$ cat src/rtl/serializer_tx.sv
// Parallel-to-serial transmitter: one DATA_WIDTH word out on sout with a per-bit sshift strobe.
// Latency: strobe n lands BIT_CYCLES*n cycles after the handshake; done follows the last strobe by one cycle.
// Backpressure: in_ready only in IDLE, so a new word waits until the current frame (or an abort) completes.
module serializer_tx #(
  parameter int DATA_WIDTH = 16,
  parameter int BIT_CYCLES = 1
) (
  input  logic                  clk,
  input  logic                  rst_n,
  input  logic [DATA_WIDTH-1:0] in_data,
  input  logic                  in_valid,
  output logic                  in_ready,
  input  logic                  msb_first,
  input  logic                  abort,
  output logic                  sout,
  output logic                  sshift,
  output logic                  busy,
  output logic                  done
);

  localparam int BCW = $clog2(DATA_WIDTH);
  localparam int DCW = (BIT_CYCLES > 1) ? $clog2(BIT_CYCLES) : 1;
  localparam logic [BCW-1:0] BLAST = BCW'(DATA_WIDTH - 1);
  localparam logic [DCW-1:0] DLAST = DCW'(BIT_CYCLES - 1);

  typedef enum logic [1:0] {IDLE, SHIFT, DONE} state_t;

  state_t                state_q, state_d;
  logic [DATA_WIDTH-1:0] sh_q, sh_d;
  logic                  ord_q, ord_d;
  logic [BCW-1:0]        bcnt_q, bcnt_d;
  logic [DCW-1:0]        dcnt_q, dcnt_d;

  always_comb begin
    state_d = state_q;
    sh_d    = sh_q;
    ord_d   = ord_q;
    bcnt_d  = bcnt_q;
    dcnt_d  = dcnt_q;
    if (abort) begin
      // Cancel wins over everything, including a pending handshake.
      state_d = IDLE;
      sh_d    = '0;
      bcnt_d  = '0;
      dcnt_d  = '0;
    end else begin
      case (state_q)
        IDLE: begin
          if (in_valid) begin
            state_d = SHIFT;
            sh_d    = in_data;
            ord_d   = msb_first;
            bcnt_d  = '0;
            dcnt_d  = '0;
          end
        end
        SHIFT: begin
          if (dcnt_q != DLAST) begin
            dcnt_d = dcnt_q + 1'b1;
          end else begin
            dcnt_d = '0;
            sh_d   = ord_q ? {sh_q[DATA_WIDTH-2:0], 1'b0} : {1'b0, sh_q[DATA_WIDTH-1:1]};
            if (bcnt_q == BLAST) state_d = DONE;
            else                 bcnt_d  = bcnt_q + 1'b1;
          end
        end
        DONE:    state_d = IDLE;
        default: state_d = IDLE;
      endcase
    end
  end

  always_ff @(posedge clk or negedge rst_n) begin
    if (!rst_n) begin
      state_q <= IDLE;
      sh_q    <= '0;
      ord_q   <= 1'b0;
      bcnt_q  <= '0;
      dcnt_q  <= '0;
    end else begin
      state_q <= state_d;
      sh_q    <= sh_d;
      ord_q   <= ord_d;
      bcnt_q  <= bcnt_d;
      dcnt_q  <= dcnt_d;
    end
  end

  assign in_ready = (state_q == IDLE);
  assign busy     = !in_ready;
  assign done     = (state_q == DONE);
  assign sshift   = (state_q == SHIFT) && (dcnt_q == DLAST);
  assign sout     = (state_q == SHIFT) ? (ord_q ? sh_q[DATA_WIDTH-1] : sh_q[0]) : 1'b0;

endmodule
$ cat config.mk
export PLATFORM = sky130hd
export DESIGN_NAME = serializer_tx
export DESIGN_NICKNAME = d
export VERILOG_FILES = /design/src/rtl/serializer_tx.sv
export SDC_FILE = /design/constraint.sdc
export NUM_CORES = 1
export LEC_CHECK = 0
export BUFFER_PORTS_ARGS = -buffer_cell sky130_fd_sc_hd__buf_2
export CAP_MARGIN = 0
export CORE_ASPECT_RATIO = 1.2
export CORE_MARGIN = 3
export CORE_UTILIZATION = 40
export DETAILED_ROUTE_END_ITERATION = 7
export PLACE_DENSITY_LB_ADDON = 0.15
export RECOVER_POWER = 50
export SLEW_MARGIN = 20
export SYNTH_ARGS = -nofsm -noshare
export SYNTH_HDL_FRONTEND = slang
export SYNTH_SLANG_ARGS = --single-unit
$ cat constraint.sdc
create_clock -name clk -period 3.3 [get_ports clk]
set_input_delay 0.165 -clock clk [delete_from_list [all_inputs] [get_ports clk]]
set_output_delay 0.165 -clock clk [all_outputs]
set_load 0.005 [all_outputs]
==> results.toml <==
[status]
outcome = "completed"

[finish]
syn2layout_area_growth_pct = 11.4
final_cell_mix = "buf_2 (24), dfrtp_1 (23), mux2i_1 (15)"
drive_above_1_share = 0.292
final_core_util = 0.476
fin_area_um2 = 1490
final_common_cell = "buf_2"
fin_nets = 160
antenna_cells = 0

[power]
power.share.clock = 0.230
p_int_mw = 0.407
p_leak_nw = 0.706
seqPwrFrac = 0.576
p_comb_frac = 0.194
power_density_nw_per_um2 = 384
ir_worst_vdd_uv = 233
switching_share = 0.291
p_total_mw = 0.574
p_sw_mw = 0.167

[clock_tree]
post_cts_buffers = 0
cts_tree = "done"
cts.sinks = 23
htreeDepth = 1
cts_max_path_buffers = 2
cts_resized = 0
cts-root-buf = "clkbuf_4"
cts_hold_buf = 1
clk_pin_slew_ns = 0.14
cts_buffers = 3
clock_latency_ns = 0.31

[timing]
max_freq_ghz = 0.567
relSlewSlack = 0.161
min_period_ns = 1.76
worst_pin_slew_ns = 1.26
setup_viol = 0
tns_ns = 0
timing.hold.ws_ns = 0.0732
hold_violations = 0
finClkSkew_ns = 0.00852
drv_slew = 0
min_period_over_period = 0.534
rsz0062_at_grt = "false"

[placed_design]
io_buffers = 25
placed_area_um2 = 1460
gp_congestion = 0.723
hpwl_mm = 2.01

[logic_synthesis]
ys_ff_latch = 23
synthesis.nets = 136
synthDistinctLibCells = 37
synthCells = 114
synth-seq-area-share = 0.429
synth_edf_count = 0
synth-main-ff-cell = "dfrtp_1"
ys_warn_count = 0
netlist_area_um2 = 1340
async_reset_ff_frac = 1.00
syn_avg_cell_area_um2 = 11.8

[die]
fp.dieH_um = 69.4
die_x_um = 58.9
fp-row-count = 22
start_util = 0.427
die_area_um2 = 4090
core_um2 = 3140
ioPinCount = 26

[worst_hold_path]
hp-class = "in -> reg"

[global_routing]
grt.overflow.total = 0
grt_pass1_wl_mm = 4.83
grt_pass1_vias = 1102
antenna_found_initial = 0
grt_util_all_layers = 0.151
grt_max_degree = 24

[drt]
drtPass1Iterations = 4
num_vias = 1011
routed_wl_mm = 2.78
ant_nets = 0
drc = 0
via_per_inst = 5.84
dr.first_iter.drc_count = 15
drt-wirelength-per-cell_um = 16.1

[setup_path]
cp.arrival_ns = 1.60
crit_type = "reg -> out"
required_ns = 3.13
start_kind = "register"
worst_setup_path_end_kind = "primary output"
crit_path_max_fanout = 18

[run]
drv_cap = 0
## metrics by stage
stage          cells  worst slack [ns]
6_report         173              1.54
3_3_place_gp     168              1.80
2_1_floorplan    114              1.97
5_1_grt          173              1.44
3_5_place_dp     168              1.76
4_1_cts          173              1.53
## cells in the mapped netlist (2+ instances only)
| master | instances | area [µm²] |
|---|---|---|
| dfrtp_1 | 23 | 576 |
| mux2i_1 | 15 | 150 |
| o2bb2ai_1 | 14 | 123 |
| mux2_1 | 8 | 90.1 |
| mux2_2 | 7 | 78.8 |
| a21oi_1 | 4 | 20.0 |
| buf_2 | 4 | 20.0 |
| and3_1 | 3 | 18.8 |
| nand2_1 | 3 | 11.3 |
| nand3_1 | 3 | 15.0 |
| inv_1 | 2 | 7.51 |
| o21ai_0 | 2 | 10.0 |
| o31ai_1 | 2 | 15.0 |
## cell families (layout without fill, tap and decap cells)
logic type | Yosys count | after routing | share of synthesized area
buffers and inverters | 11 | 34 | 0.0550
adders and majority gates | 1 | 1 | 0.00933
AOI/OAI and AO/OA | 30 | 30 | 0.176
DFF | 23 | 23 | 0.429
and+or+nand+nor | 19 | 19 | 0.0924
muxes | 30 | 30 | 0.238
## flip-flops by register name, indices dropped and copies added, names as in the netlist
name,flops
sh_q,16
bcnt_q,4
state_q,2
ord_q,1
## power groups by stage
stage,combinational (mW),sequential (mW),clock [mW]
5_1_grt,0.125,0.335,0.151
4_1_cts,0.114,0.331,0.140
2_1_floorplan,0.101,0.316,0
6_report,0.111,0.331,0.132
3_3_place_gp,0.110,0.336,0
3_5_place_dp,0.113,0.336,0
## critical path: stages (launching register included)
cell and delay, ns:
dfrtp_1 0.82, mux2i_1 0.27, nor2_1 0.06, buf_2 0.14
## final cells by class
cell class / instances / area, µm²
clock buffers: 3 / 22.5
clock inverters: 1 / 5.00
fillers: 324 / 1640
inverters: 4 / 20.0
multi-input cells: 80 / 692
flip-flops and latches: 23 / 576
well taps: 36 / 45.0
repair buffers: 26 / 134
## path summary, 6_finish.rpt
check | startpoint | slack [ns] | cells after the start | endpoint
setup reg to reg | ord_q | 1.75 | 3 | sh_q[3]
setup / recovery | ord_q | 1.54 | 3 | sout
hold / removal | msb_first | 0.07 | 2 | ord_q
min in group asynchronous | rst_n | 0.63 | 2 | ord_q
max in group asynchronous | rst_n | 1.93 | 2 | sh_q[8]
hold reg to reg | sh_q[4] | 0.53 | 1 | sh_q[4]
## per-layer routing
| metal | global-route usage | routed length, µm | share of wire |
|---|---|---|---|
| met5 | 0 | 0 | 0 |
| met4 | 0.0529 | 26 | 0.0093 |
| met3 | 0.0372 | 131 | 0.047 |
| met2 | 0.257 | 1470 | 0.53 |
| met1 | 0.179 | 1150 | 0.41 |
Power figures use the tool's default switching activity.
